## config.mk

```make
export PLATFORM = sky130hd
export DESIGN_NAME = bbus_sequencer_flat
export DESIGN_NICKNAME = d
export VERILOG_FILES = /design/src/rtl/bbus_pkg.sv /design/src/rtl/bbus_if.sv /design/src/rtl/bbus_pick.sv /design/src/rtl/bbus_sequencer.sv /design/src/flat_wrapper.sv
export SDC_FILE = /design/constraint.sdc
export NUM_CORES = 1
export LEC_CHECK = 0
export CAP_MARGIN = 10
export CORE_MARGIN = 2
export CORE_UTILIZATION = 39
export DETAILED_ROUTE_END_ITERATION = 10
export GPL_ROUTABILITY_DRIVEN = 0
export PLACE_DENSITY = 0.76
export SYNTH_ARGS = -nofsm -noshare
export SYNTH_HDL_FRONTEND = slang
export SYNTH_HIERARCHICAL = 1
export SYNTH_SLANG_ARGS = --single-unit
```

## constraint.sdc

```tcl
create_clock -name fclk -period 1.8 [get_ports fclk]
set_input_delay 0.45 -clock fclk [delete_from_list [all_inputs] [get_ports fclk]]
set_output_delay 0.45 -clock fclk [all_outputs]
set_load 0.005 [all_outputs]
```

## src/rtl/bbus_pkg.sv

```systemverilog
// -----------------------------------------------------------------------------
// bbus_pkg
// Shared types and constants for the buffered chip-bus sequencer:
//   - bbus_state_e : access phases IDLE/SETUP/STROBE/HOLD/RECOVER
//   - CHIP_*       : chip-select encoding carried on the request chip field
//   - CNT_W        : width of the per-phase down-counter
//   - CYC_MIN/MAX  : legal range of every phase-length parameter
//   - cyc_load()   : clamps a phase-length parameter into that range
// -----------------------------------------------------------------------------
package bbus_pkg;

    typedef enum logic [2:0] {
        ST_IDLE    = 3'd0,
        ST_SETUP   = 3'd1,
        ST_STROBE  = 3'd2,
        ST_HOLD    = 3'd3,
        ST_RECOVER = 3'd4
    } bbus_state_e;

    localparam logic CHIP_W5300 = 1'b0;
    localparam logic CHIP_SL811 = 1'b1;

    localparam int CNT_W  = 3;
    localparam int ADDR_W = 10;
    localparam int DATA_W = 8;

    localparam int CYC_MIN = 1;
    localparam int CYC_MAX = 7;

    // A zero load would wrap the down-counter and stretch the phase to 8 cycles,
    // so out-of-range lengths are pinned to the nearest legal value.
    function automatic logic [CNT_W-1:0] cyc_load(input int cyc);
        if (cyc < CYC_MIN)
            return CNT_W'(CYC_MIN);
        else if (cyc > CYC_MAX)
            return CNT_W'(CYC_MAX);
        else
            return CNT_W'(cyc);
    endfunction

endpackage

```

## src/rtl/bbus_if.sv

```systemverilog
// -----------------------------------------------------------------------------
// bbus_if
// One requester's handshake with the bus sequencer.
//   req   : level request, held until done
//   we    : 1 = write, 0 = read (stable while req)
//   chip  : 0 = W5300, 1 = SL811 (stable while req)
//   addr  : chip address (stable while req)
//   wdata : write data (stable while req)
//   done  : one-cycle completion pulse
//   rdata : read data, valid with done, held until the next read
// Modports: master = requester side, slave = sequencer side.
// -----------------------------------------------------------------------------
interface bbus_if;
    import bbus_pkg::*;

    logic              req;
    logic              we;
    logic              chip;
    logic [ADDR_W-1:0] addr;
    logic [DATA_W-1:0] wdata;
    logic              done;
    logic [DATA_W-1:0] rdata;

    modport master (output req, we, chip, addr, wdata, input done, rdata);
    modport slave  (input req, we, chip, addr, wdata, output done, rdata);

endinterface

```

## src/rtl/bbus_pick.sv

```systemverilog
// -----------------------------------------------------------------------------
// bbus_pick
// Two-way grant picker.
//   req0_i  : request from m0
//   req1_i  : request from m1
//   last1_i : 1 when m1 was the last master granted
//   any_o   : at least one request pending
//   sel_o   : selected master (0 = m0, 1 = m1)
// On a tie the master not served last wins. Holding last1_i at 1 makes this a
// fixed m0-over-m1 priority picker.
// -----------------------------------------------------------------------------
module bbus_pick (
    input  logic req0_i,
    input  logic req1_i,
    input  logic last1_i,
    output logic any_o,
    output logic sel_o
);

    assign any_o = req0_i | req1_i;
    assign sel_o = (req0_i && req1_i) ? ~last1_i : req1_i;

endmodule

```

## src/rtl/bbus_sequencer.sv

```systemverilog
// -----------------------------------------------------------------------------
// bbus_sequencer
// Owns the buffered chip bus to the W5300 and SL811. Two requesters share it
// (m0 = Z80 port/ROM-window path, m1 = internal register poller). Every access
// runs SETUP -> STROBE -> HOLD -> RECOVER with programmable phase lengths.
// Read data is captured on the edge that ends STROBE.
//
// Ports
//   fclk, rst      : clock, asynchronous active-high reset
//   m0, m1         : requester handshakes (bbus_if.slave)
//   w5300_cs_n_o   : W5300 chip select
//   sl811_cs_n_o   : SL811 chip select
//   bus_addr_o     : registered bus address
//   brd_n_o        : read strobe
//   bwr_n_o        : write strobe
//   bd_out_o       : write data to the bd pad
//   bd_oe_o        : bd output enable (writes only)
//   bd_in_i        : bd pad input
//   busy_o         : high in every state except IDLE
//
// Configuration macro
//   BBUS_RR_EN : defined -> round-robin arbitration (m0 wins the first tie);
//                undefined -> fixed priority, m0 over m1.
// -----------------------------------------------------------------------------
module bbus_sequencer
    import bbus_pkg::*;
#(
    parameter int SETUP_CYC   = 1,
    parameter int STROBE_CYC  = 4,
    parameter int HOLD_CYC    = 1,
    parameter int RECOVER_CYC = 1
) (
    input  logic              fclk,
    input  logic              rst,
    bbus_if.slave             m0,
    bbus_if.slave             m1,
    output logic              w5300_cs_n_o,
    output logic              sl811_cs_n_o,
    output logic [ADDR_W-1:0] bus_addr_o,
    output logic              brd_n_o,
    output logic              bwr_n_o,
    output logic [DATA_W-1:0] bd_out_o,
    output logic              bd_oe_o,
    input  logic [DATA_W-1:0] bd_in_i,
    output logic              busy_o
);

    localparam logic [CNT_W-1:0] SETUP_LD   = cyc_load(SETUP_CYC);
    localparam logic [CNT_W-1:0] STROBE_LD  = cyc_load(STROBE_CYC);
    localparam logic [CNT_W-1:0] HOLD_LD    = cyc_load(HOLD_CYC);
    localparam logic [CNT_W-1:0] RECOVER_LD = cyc_load(RECOVER_CYC);

    bbus_state_e       state_q;
    logic [CNT_W-1:0]  cnt_q;
    logic [CNT_W-1:0]  cnt_d;
    logic              cnt_last;
    logic              sel_q;
    logic              we_q;
    logic              cs0_n_q, cs1_n_q;
    logic [ADDR_W-1:0] addr_q;
    logic              brd_n_q, bwr_n_q;
    logic [DATA_W-1:0] bd_out_q;
    logic              bd_oe_q;
    logic              busy_q;
    logic              done0_q, done1_q;
    logic [DATA_W-1:0] rdata0_q, rdata1_q;

    logic              pick_any, pick_sel, last1;
    logic              sel_we, sel_chip;
    logic [ADDR_W-1:0] sel_addr;
    logic [DATA_W-1:0] sel_wdata;

    bbus_pick u_pick (
        .req0_i  (m0.req),
        .req1_i  (m1.req),
        .last1_i (last1),
        .any_o   (pick_any),
        .sel_o   (pick_sel)
    );

`ifdef BBUS_RR_EN
    // Last-granted master; starts at m1 so m0 wins the first tie.
    logic last1_q;
    always_ff @(posedge fclk or posedge rst) begin
        if (rst)
            last1_q <= 1'b1;
        else if (state_q == ST_IDLE && pick_any)
            last1_q <= pick_sel;
    end
    assign last1 = last1_q;
`else
    assign last1 = 1'b1;
`endif

    always_comb begin
        sel_we    = m0.we;
        sel_chip  = m0.chip;
        sel_addr  = m0.addr;
        sel_wdata = m0.wdata;
        if (pick_sel) begin
            sel_we    = m1.we;
            sel_chip  = m1.chip;
            sel_addr  = m1.addr;
            sel_wdata = m1.wdata;
        end
    end

    assign cnt_d    = cnt_q - 1'b1;
    assign cnt_last = (cnt_q == CNT_W'(1));

    always_ff @(posedge fclk or posedge rst) begin
        if (rst) begin
            state_q  <= ST_IDLE;
            cnt_q    <= '0;
            sel_q    <= 1'b0;
            we_q     <= 1'b0;
            cs0_n_q  <= 1'b1;
            cs1_n_q  <= 1'b1;
            addr_q   <= '0;
            brd_n_q  <= 1'b1;
            bwr_n_q  <= 1'b1;
            bd_out_q <= '0;
            bd_oe_q  <= 1'b0;
            busy_q   <= 1'b0;
            done0_q  <= 1'b0;
            done1_q  <= 1'b0;
            rdata0_q <= '0;
            rdata1_q <= '0;
        end else begin
            done0_q <= 1'b0;
            done1_q <= 1'b0;
            case (state_q)
                ST_IDLE: begin
                    // Grant and put the address/select on the pads in one edge.
                    if (pick_any) begin
                        sel_q   <= pick_sel;
                        we_q    <= sel_we;
                        addr_q  <= sel_addr;
                        cs0_n_q <= (sel_chip != CHIP_W5300);
                        cs1_n_q <= (sel_chip != CHIP_SL811);
                        if (sel_we) begin
                            bd_out_q <= sel_wdata;
                            bd_oe_q  <= 1'b1;
                        end
                        busy_q  <= 1'b1;
                        cnt_q   <= SETUP_LD;
                        state_q <= ST_SETUP;
                    end
                end
                ST_SETUP: begin
                    if (cnt_last) begin
                        if (we_q)
                            bwr_n_q <= 1'b0;
                        else
                            brd_n_q <= 1'b0;
                        cnt_q   <= STROBE_LD;
                        state_q <= ST_STROBE;
                    end else begin
                        cnt_q <= cnt_d;
                    end
                end
                ST_STROBE: begin
                    if (cnt_last) begin
                        brd_n_q <= 1'b1;
                        bwr_n_q <= 1'b1;
                        // Sample bd while the read strobe is still low.
                        if (!we_q) begin
                            if (sel_q)
                                rdata1_q <= bd_in_i;
                            else
                                rdata0_q <= bd_in_i;
                        end
                        cnt_q   <= HOLD_LD;
                        state_q <= ST_HOLD;
                    end else begin
                        cnt_q <= cnt_d;
                    end
                end
                ST_HOLD: begin
                    if (cnt_last) begin
                        cs0_n_q <= 1'b1;
                        cs1_n_q <= 1'b1;
                        bd_oe_q <= 1'b0;
                        if (sel_q)
                            done1_q <= 1'b1;
                        else
                            done0_q <= 1'b1;
                        cnt_q   <= RECOVER_LD;
                        state_q <= ST_RECOVER;
                    end else begin
                        cnt_q <= cnt_d;
                    end
                end
                ST_RECOVER: begin
                    // Covers the cycle in which the served requester drops req.
                    if (cnt_last) begin
                        busy_q  <= 1'b0;
                        state_q <= ST_IDLE;
                    end else begin
                        cnt_q <= cnt_d;
                    end
                end
                default: begin
                    busy_q  <= 1'b0;
                    state_q <= ST_IDLE;
                end
            endcase
        end
    end

    assign m0.done  = done0_q;
    assign m1.done  = done1_q;
    assign m0.rdata = rdata0_q;
    assign m1.rdata = rdata1_q;

    assign w5300_cs_n_o = cs0_n_q;
    assign sl811_cs_n_o = cs1_n_q;
    assign bus_addr_o   = addr_q;
    assign brd_n_o      = brd_n_q;
    assign bwr_n_o      = bwr_n_q;
    assign bd_out_o     = bd_out_q;
    assign bd_oe_o      = bd_oe_q;
    assign busy_o       = busy_q;

endmodule

```

## src/flat_wrapper.sv

```systemverilog
// flat-port wrapper written by rule: the top's interface ports become plain ports
module bbus_sequencer_flat import bbus_pkg::*;
#(
    parameter int SETUP_CYC   = 1,
    parameter int STROBE_CYC  = 4,
    parameter int HOLD_CYC    = 1,
    parameter int RECOVER_CYC = 1
)
  (fclk, rst, w5300_cs_n_o, sl811_cs_n_o, bus_addr_o, brd_n_o, bwr_n_o, bd_out_o, bd_oe_o, bd_in_i, busy_o, m0_req, m0_we, m0_chip, m0_addr, m0_wdata, m0_done, m0_rdata, m1_req, m1_we, m1_chip, m1_addr, m1_wdata, m1_done, m1_rdata);
  bbus_if m0_i ();
  bbus_if m1_i ();
  input  logic fclk;
  input  logic rst;
  output logic w5300_cs_n_o;
  output logic sl811_cs_n_o;
  output logic [ADDR_W-1:0] bus_addr_o;
  output logic brd_n_o;
  output logic bwr_n_o;
  output logic [DATA_W-1:0] bd_out_o;
  output logic bd_oe_o;
  input  logic [DATA_W-1:0] bd_in_i;
  output logic busy_o;
  input wire logic [$bits(m0_i.req)-1:0] m0_req;
  input wire logic [$bits(m0_i.we)-1:0] m0_we;
  input wire logic [$bits(m0_i.chip)-1:0] m0_chip;
  input wire logic [$bits(m0_i.addr)-1:0] m0_addr;
  input wire logic [$bits(m0_i.wdata)-1:0] m0_wdata;
  output wire logic [$bits(m0_i.done)-1:0] m0_done;
  output wire logic [$bits(m0_i.rdata)-1:0] m0_rdata;
  input wire logic [$bits(m1_i.req)-1:0] m1_req;
  input wire logic [$bits(m1_i.we)-1:0] m1_we;
  input wire logic [$bits(m1_i.chip)-1:0] m1_chip;
  input wire logic [$bits(m1_i.addr)-1:0] m1_addr;
  input wire logic [$bits(m1_i.wdata)-1:0] m1_wdata;
  output wire logic [$bits(m1_i.done)-1:0] m1_done;
  output wire logic [$bits(m1_i.rdata)-1:0] m1_rdata;
  assign m0_i.req = m0_req;
  assign m0_i.we = m0_we;
  assign m0_i.chip = m0_chip;
  assign m0_i.addr = m0_addr;
  assign m0_i.wdata = m0_wdata;
  assign m0_done = m0_i.done;
  assign m0_rdata = m0_i.rdata;
  assign m1_i.req = m1_req;
  assign m1_i.we = m1_we;
  assign m1_i.chip = m1_chip;
  assign m1_i.addr = m1_addr;
  assign m1_i.wdata = m1_wdata;
  assign m1_done = m1_i.done;
  assign m1_rdata = m1_i.rdata;
  bbus_sequencer #(.SETUP_CYC(SETUP_CYC), .STROBE_CYC(STROBE_CYC), .HOLD_CYC(HOLD_CYC), .RECOVER_CYC(RECOVER_CYC)) u_core (.fclk(fclk), .rst(rst), .m0(m0_i), .m1(m1_i), .w5300_cs_n_o(w5300_cs_n_o), .sl811_cs_n_o(sl811_cs_n_o), .bus_addr_o(bus_addr_o), .brd_n_o(brd_n_o), .bwr_n_o(bwr_n_o), .bd_out_o(bd_out_o), .bd_oe_o(bd_oe_o), .bd_in_i(bd_in_i), .busy_o(busy_o));
endmodule
```

# Word level (Yosys, flattened, before mapping)
# Cells that the tools add are included.
# op_classes
n_div,0
n_bitwise,5
reduce_logical,18
addsub,1
shifts,0
n_mux,38
order_cmp,0
n_eq_ne,14
mul,0
# op_table
op,n
3-bit 2-to-1 mux,8
1-bit 2-to-1 mux,20
4-bit AND reduction,5
3-bit case mux with 5 select lines,1
2-bit by 1-bit inequality test with 1-bit output (second input constant),7
3-bit case mux with 4 select lines,1
3-bit AND reduction,4
10-bit 2-to-1 mux,1
1-bit case mux with 2 select lines,5
8-bit 2-to-1 mux,1
3-bit by 1-bit == test with 1-bit output (second input constant),2
3-bit by 2-bit == test with 1-bit output (second input constant),2
5-bit AND reduction,1
2-bit inequality test (second input constant),2
1-bit inverter,4
2-bit nonzero test,2
4-bit nonzero test,1
3-bit == test (second input constant),1
3-bit logical NOT,1
1-bit case mux with 3 select lines,1
3-bit OR reduction,1
3-bit by 1-bit subtractor with 3-bit output (second input constant),1
2-bit AND reduction,1
2-bit OR reduction,1
other kinds (2),2
# totals
mem_bits_ro,0
ramBits,0
reg_bits,50
input_bits,52
latch_bits,0
memories,0
wordCells,92

# Longest topological paths before layout
# Gate-level depths: netlist of the first run.
# logic_depth
depth_word,6
mapped_depth,7
ltp_nobuf,6

# Modules after synthesis
# The synthesis of the first run kept the hierarchy.
# by_module_without_submodules
module,area_per_inst_um2,cells_each,instances
bbus_sequencer,2343.5,210,1
bbus_pick,13.8,2,1

# Least setup slack after synthesis of the first run
# No wires, ideal clock.
# synth_path
path_kind,reg2reg
start,reg u_core.cnt_q[0]
end,reg u_core.cnt_q[1]
setup_time_ns,0.077
synth_period_minus_slack_ns,1.714
path_stages_with_launch,7
arrival_time_ns,1.637
setup_slack_ns,0.086
required_time_ns,1.723
path_cell_list,dfrtp_1 > ha_1 > nor2b_1 > buf_2 > nor3_1 > mux2_2 > a21oi_1
# synth_between
elab_chain_cells,3
word_cells_on_any_way,8
classes_between,add/sub: 1; eq/ne: 2; mux: 4; reduce/logical: 1
# synth_rtl
item,line_no,source
start: declaration,bbus_sequencer.sv:54,logic [CNT_W-1:0] cnt_q;
start signal: assignment,bbus_sequencer.sv:159,cnt_q <= cnt_d;
start signal: assignment,bbus_sequencer.sv:176,cnt_q <= cnt_d;
start signal: assignment,bbus_sequencer.sv:191,cnt_q <= cnt_d;
3-bit by 1-bit subtractor with 3-bit output or 3-bit by 1-bit == test with 1-bit output (tied branches),"bbus_sequencer.sv:108, bbus_sequencer.sv:109",
"3-bit 2-to-1 mux, or another cell as far along",bbus_sequencer.sv:196,if (cnt_last) begin
3-bit case mux with 4 select lines or 3-bit AND reduction (tied branches),n/a,
# Several ways; a longest one is shown, not always the timed one. The select of a mux whose other input is x is not followed.
# A chain may end at the register's enable or synchronous reset.

# Final worst setup path of the first run
# layout_path
start,reg u_core.cnt_q[1]
end,"reg u_core.rdata0_q[7], in the netlist u_core/m0.rdata[7]"
# layout_between
elab_chain_cells,2
# layout_rtl
item,line_no,source
3-bit by 1-bit == test with 1-bit output,bbus_sequencer.sv:109,assign cnt_last = (cnt_q == CNT_W'(1));
4-bit AND reduction (no line),n/a,
end signal: assignment,bbus_sequencer.sv:171,rdata0_q <= bd_in_i;
end: declaration,bbus_sequencer.sv:66,"logic [DATA_W-1:0] rdata0_q, rdata1_q;"
# Every way passes these cells.

==> impl_metrics.ini, run 1 <==
[finish]
antennaDiodeCount = 0
fin_util_pct = 61.0
synthToLayoutAreaGrowth_pct = 52.4
drive_above_1_share_pct = 18.0
fin_cells = 397
stdcell_area_mm2 = 0.00359
nets = 375

[routing]
dr_wl_met2_um = 2590
viasPerCell = 4.85
wl_met1_um = 2230
highest_layer = met4
drt_iter0_markers = 81
drc = 0
dr.pass1.iters = 4
routedWlPerCell_um = 13.3
ant_nets = 0
num_vias = 1924
wirelength_um = 5270
wl_met3_um = 395

[synthesis]
ys_ff_latch = 50
synth_top_area_share_pct = 48.8
synth_warnings = 6
ys_seq_area_share_pct = 53.3
synth_area_leaders = dfrtp_1 49%, mux2i_1 8.5%, mux2_2 8.1%, dfstp_2 4.5%, a21oi_1 3.8%
synth-main-ff-cell = dfrtp_1
syn-instance-count = 212
syn_area_per_cell_um2 = 11.1
yosys.area.top_type = dfrtp_1
synth_area_mm2 = 0.00236
synthArstFlopShare_pct = 100
synth_edf_count = 0
synth.distinct_cells = 41
syn_nets = 266

[global_routing]
grt_overflow = 0
grt_usage_pct = 17.1
antenna_found_initial = 0
grt_max_degree = 22
grt_pass1_wl_um = 8730
grt_pass1_vias = 1938

[floorplan]
coreArea_mm2 = 0.00589
die_x_um = 81.7
dieArea_mm2 = 0.00668
num_rows = 28
fp.dieH_um = 81.7
start_util_pct = 40.1
io_pins = 94

[timing]
min_period_ps = 1720
slew_violations = 0
tns_ps = 0
fmaxAchievable_mhz = 581
fin_skew_ps = 5.44
timing.final.crit_share_pct = 95.6
finalHoldViolations = 0
setup_viol = 0

[power_and_ir_drop]
p_int_mw = 3.56
clkPwrFrac_pct = 13.1
pwr-share-comb_pct = 49.8
sw_frac_of_total_pct = 33.3
vdd_ir_drop_max_mv = 0.670
seqPwrFrac_pct = 37.1
leakage_nw = 1.54
p_per_area_mw_per_mm2 = 1490
switchingPower_mw = 1.78
power_mw = 5.34

[cts]
cts_made_buffers = 5
clockBufferDepth = 2
path_clk_slew_ps = 100
postCtsSetupBuffers = 0
cts_tree = yes
cts_sinks = 50
htree_num_levels = 2
cts_root_buffer = clkbuf_8
clk_latency_ps = 300

[placement]
dpl.hpwl_um = 4070
dp.cells = 389
port_buffers = 93
place_area_mm2 = 0.00348

[setup_path]
path_buf_inv = 1
cp-start-kind = flop
cp-startpoint = u_core/cnt_q[1]$_DFFE_PP0P_
crit_family = simple AND/OR/NAND/NOR gates
end_kind = flop
crit_type = reg2reg
path_cells = inv_1 > ha_2 > and4bb_2 > nand2_1 > nor2_4 > mux2_2
critPathMaxFanout = 8
cp.arrival_ps = 1910
max_stage_delay_ps = 390
required_ps = 1990
cpMaxStageDelayCell = dfrtp_1
timing.rr.start = u_core/cnt_q[1]$_DFFE_PP0P_

[outcome]
outcome = completed

[hold_path]
hp-class = in2async

[job]
cap_violations = 0
metal layers:
| layer | vias up | GRT usage (%) |
|---|---|---|
| met1 | 906 | 20.1 |
| met5 | - | 0 |
| met3 | 4 | 5.16 |
| li1 | 960 | - |
| met4 | 0 | 6.00 |
| met2 | 54 | 29.6 |
through the flow:
| step | setup slack [ps] | hold WS, ps |
|---|---|---|
| after floorplan | 85.6 | 476 |
| after global placement | -106 | 466 |
| after detailed placement | -144 | 479 |
| after CTS | 18.0 | 398 |
| after global routing | -0.858 | 419 |
| final | 78.5 | 397 |
cell usage after synthesis, types with 5 or more instances:
cell type,n
o21ai_1,8
nor3_1,6
nand2_1,16
mux2_2,17
buf_2,6
o21ai_0,9
nor2_1,18
mux2i_1,20
a21oi_1,18
inv_1,5
dfrtp_1,46
registers in the layout, summed over array words and instances (netlist names):
signal               count
u_core/bus_addr_o       10
u_core/bd_out_o          8
u_core/m0.rdata          8
u_core/m1.rdata          8
u_core/cnt_q             3
u_core/state_q           3
u_core/bd_oe_o           1
u_core/brd_n_o           1
u_core/busy_o            1
u_core/bwr_n_o           1
u_core/m0.done           1
u_core/m1.done           1
u_core/sel_q             1
u_core/sl811_cs_n_o      1
u_core/w5300_cs_n_o      1
u_core/we_q              1
worst paths after layout:
check | end | slack (ps) | cells past startpoint
setup / recovery | u_core/m0.rdata[7]$_DFFE_PP0P_ | 80 | 6
hold / removal | u_core/m1.rdata[3]$_DFFE_PP0P_ | 400 | 2
setup reg to reg | u_core/m0.rdata[7]$_DFFE_PP0P_ | 80 | 6
hold reg to reg | u_core/bd_out_o[0]$_DFFE_PP0P_ | 500 | 2
max in group asynchronous | u_core/w5300_cs_n_o$_DFFE_PP1P_ | 880 | 3
min in group fclk | u_core/bd_out_o[0]$_DFFE_PP0P_ | 500 | 2
worst register-to-register path, delay by kind of cell (launching register included):
kind / cells / cell delay (ps)
and+or+nand+nor: 3 / 580
DFF: 1 / 390
muxes: 1 / 380
adders and majority gates: 1 / 190
buffers and inverters: 1 / 80
layout by cell type (no fill, tap or decap), types with 2 or more instances in the layout:
cell / count
clkdlybuf4s50_1: 89
dfrtp_1: 46
mux2i_1: 20
buf_4: 19
nor2_1: 18
a21oi_1: 18
mux2_2: 17
nand2_1: 16
o21ai_0: 9
o21ai_1: 8
clkbuf_8: 6
nor3_1: 5
dlygate4sd2_1: 4
inv_1: 4
nor2b_1: 4
dfstp_2: 4
nand3b_1: 3
nor4_1: 2
mux2_1: 2
nand2b_1: 2
final cells by class:
class                      count  area [µm²]
timing repair buffer         113        1090
sequential                    50        1260
clock buffer                   6        82.6
fill                         493        2290
inverter                       5        18.8
clock inverter                 2        16.3
multi-input combinational    146        1040
tap                           75        93.8
power groups by stage:
| stage | Sequential [mW] | Combinational, mW | Clock, mW |
|---|---|---|---|
| after floorplan | 2.00 | 1.27 | 0 |
| after global placement | 1.99 | 2.61 | 0 |
| after detailed placement | 2.01 | 2.68 | 0 |
| after CTS | 1.99 | 2.66 | 0.727 |
| after global routing | 2.05 | 2.93 | 0.771 |
| final | 1.98 | 2.66 | 0.699 |
what timing repair did:
action,4_1_cts,5_1_grt
gates resized for setup,4,3
endpoints found under the setup margin,4,8
hold buffers,0,0
cell families after synthesis:
family	count (synthesis)	share of synthesized area (%)
and+or+nand+nor	60	13.8
DFF	50	53.3
AOI/OAI and AO/OA	43	10.2
muxes	39	17.6
buffers and inverters	16	3.50
adders and majority gates	2	1.06
other	1	0.159
xor gates and xnor gates	1	0.372
No activity file was read; power rests on OpenSTA's default activity.
==> run 2, diff against run 1 <==
--- a/config.mk
+++ b/config.mk
@@ -7,10 +7,12 @@
 export LEC_CHECK = 0
 export CAP_MARGIN = 10
 export CORE_MARGIN = 2
-export CORE_UTILIZATION = 39
+export CORE_UTILIZATION = 40
+export CTS_BUF_LIST = sky130_fd_sc_hd__clkbuf_8
 export DETAILED_ROUTE_END_ITERATION = 10
 export GPL_ROUTABILITY_DRIVEN = 0
-export PLACE_DENSITY = 0.76
+export HOLD_SLACK_MARGIN = 0.1
+export PLACE_DENSITY = 0.78
 export SYNTH_ARGS = -nofsm -noshare
 export SYNTH_HDL_FRONTEND = slang
 export SYNTH_HIERARCHICAL = 1
==> run 2 against run 1 <==
  * Non-clock buffer count rose by 4
  * Combinational power barely moved
  * Sequential share of layout area fell by 0.61 points
  * Routed wire length rose by 1.6%
  * Total power rose by 1.3%
==> impl_metrics.ini, run 2 (synthesis gave the netlist of run 1 again) <==
[outcome]
outcome = completed

[setup_path]
crit_type = reg2reg
path_buf_inv = 1
path_cells = inv_2 > ha_4 > and4bb_2 > nand2_1 > nor2_4 > mux2_2
required_ps = 1980
cp-start-kind = flop
critPathMaxFanout = 8
end_kind = flop
max_stage_delay_ps = 400
cpMaxStageDelayCell = dfrtp_1
cp.arrival_ps = 1910
crit_family = simple AND/OR/NAND/NOR gates

[cts]
path_clk_slew_ps = 90
cts_sinks = 50
cts_tree = yes
cts_root_buffer = clkbuf_8
htree_num_levels = 2
hold_buffers = 0
cts_made_buffers = 5
clk_latency_ps = 290
clockBufferDepth = 2

[global_routing]
grt_pass1_vias = 1995
antenna_found_initial = 0
grt_pass1_wl_um = 8940
grt_overflow = 0
grt_usage_pct = 17.5
grt_max_degree = 24

[power_and_ir_drop]
p_int_mw = 3.67
seqPwrFrac_pct = 36.6
sw_frac_of_total_pct = 32.3
switchingPower_mw = 1.75
vdd_ir_drop_max_mv = 0.748
p_per_area_mw_per_mm2 = 1480
clkPwrFrac_pct = 14.0
leakage_nw = 1.58
pwr-share-comb_pct = 49.4

[timing]
fmaxAchievable_mhz = 578
min_period_ps = 1730
fin_skew_ps = 6.18
timing.final.crit_share_pct = 96.1
finalHoldViolations = 0
setup_viol = 0
rsz0062_at_grt = true
slew_violations = 0

[finish]
nets = 379
fin_cells = 398
fin_util_pct = 65.2
layout_common_cells = 89 x clkdlybuf4s50_1, 46 x dfrtp_1, 21 x buf_4
drive_above_1_share_pct = 19.3
synthToLayoutAreaGrowth_pct = 55.1
final_common_cell = clkdlybuf4s50_1
antennaDiodeCount = 0
largest_register_ffs = 10

[floorplan]
dieArea_mm2 = 0.00652
start_util_pct = 42.0
coreArea_mm2 = 0.00561
fp.dieH_um = 80.8
io_pins = 94
die_x_um = 80.8
num_rows = 27

[routing]
dr.pass1.iters = 4
routedWlPerCell_um = 13.5
ant_nets = 0
viasPerCell = 4.87
num_vias = 1939
drc = 0
wirelength_um = 5360
drt_iter0_markers = 86

[job]
cap_violations = 0

[hold_path]
hp-class = in2async

[placement]
dpl.hpwl_um = 4180
dp.cells = 390
port_buffers = 93
[run 2: changes by cell type in the layout (fill, tap and decap cells not counted), sizes merged]
cell | before | now
bufinv | 0 | 1
clkinv | 0 | 2
clkinvlp | 1 | 0
clkbuf | 6 | 5
inv | 6 | 5
buf | 20 | 24
[run 2: worst reg2reg max path, cell delays in order (launching register included)]
cell	delay [ps]
dfrtp_1	400
inv_2	90
ha_4	140
and4bb_2	240
nand2_1	90
nor2_4	280
mux2_2	370
[run 2: final cells by class]
| cell class | count | area (µm²) |
|---|---|---|
| multi-input combinational | 146 | 1040 |
| clock buffer | 5 | 68.8 |
| clock inverter | 3 | 40.0 |
| tap | 72 | 90.1 |
| fill | 481 | 1950 |
| timing repair buffer | 117 | 1140 |
| sequential | 50 | 1260 |
| inverter | 5 | 18.8 |
[run 2: what timing repair did]
item | CTS | global route
buffers inserted | 0 | 0
endpoints found under the hold margin | 0 | 0
pin swaps | 0 | 1
gates resized for setup | 4 | 4
setup endpoints to repair | 4 | 16
[run 2: path summary, 6_finish.rpt]
check | startpoint | to | slack [ps] | depth (start not counted)
min in group fclk | u_core/bd_out_o[4]$_DFFE_PP0P_ | u_core/bd_out_o[4]$_DFFE_PP0P_ | 500 | 2
hold reg to reg | u_core/bd_out_o[4]$_DFFE_PP0P_ | u_core/bd_out_o[4]$_DFFE_PP0P_ | 500 | 2
max in group asynchronous | rst | u_core/m0.rdata[7]$_DFFE_PP0P_ | 880 | 3
setup reg to reg | u_core/cnt_q[1]$_DFFE_PP0P_ | u_core/m0.rdata[7]$_DFFE_PP0P_ | 70 | 6
hold / removal | rst | u_core/bus_addr_o[3]$_DFFE_PP0P_ | 430 | 2
setup / recovery | u_core/cnt_q[1]$_DFFE_PP0P_ | u_core/m0.rdata[7]$_DFFE_PP0P_ | 70 | 6
[run 2: through the flow]
stage / hold WS (ps) / area, µm² / power [mW] / TNS (ps) / setup slack, ps
floorplan: 476 / 2360 / 3.27 / 0 / 85.6
global route: 448 / 3660 / 5.85 / -23.6 / -7.99
CTS: 427 / 3640 / 5.45 / 0 / 27.9
finish: 426 / 3660 / 5.41 / 0 / 70.9
detailed placement: 475 / 3540 / 4.69 / -3050 / -186
global placement: 467 / 3540 / 4.60 / -2380 / -134
[run 2: layer usage]
layer | routed length (µm) | GRT usage, % | vias to the layer above
met3 | 300 | 3.78 | 2
met4 | 15 | 4.07 | 0
li1 | - | - | 966
met2 | 2660 | 31.3 | 53
met1 | 2380 | 21.8 | 918
met5 | 0 | 0 | -
[run 2: power groups by stage]
stage	Combinational (mW)	Sequential (mW)	Clock, mW
after floorplan	1.27	2.00	0
after global placement	2.62	1.98	0
after detailed placement	2.70	1.99	0
after CTS	2.68	1.98	0.784
after global routing	2.96	2.05	0.839
final	2.67	1.98	0.759
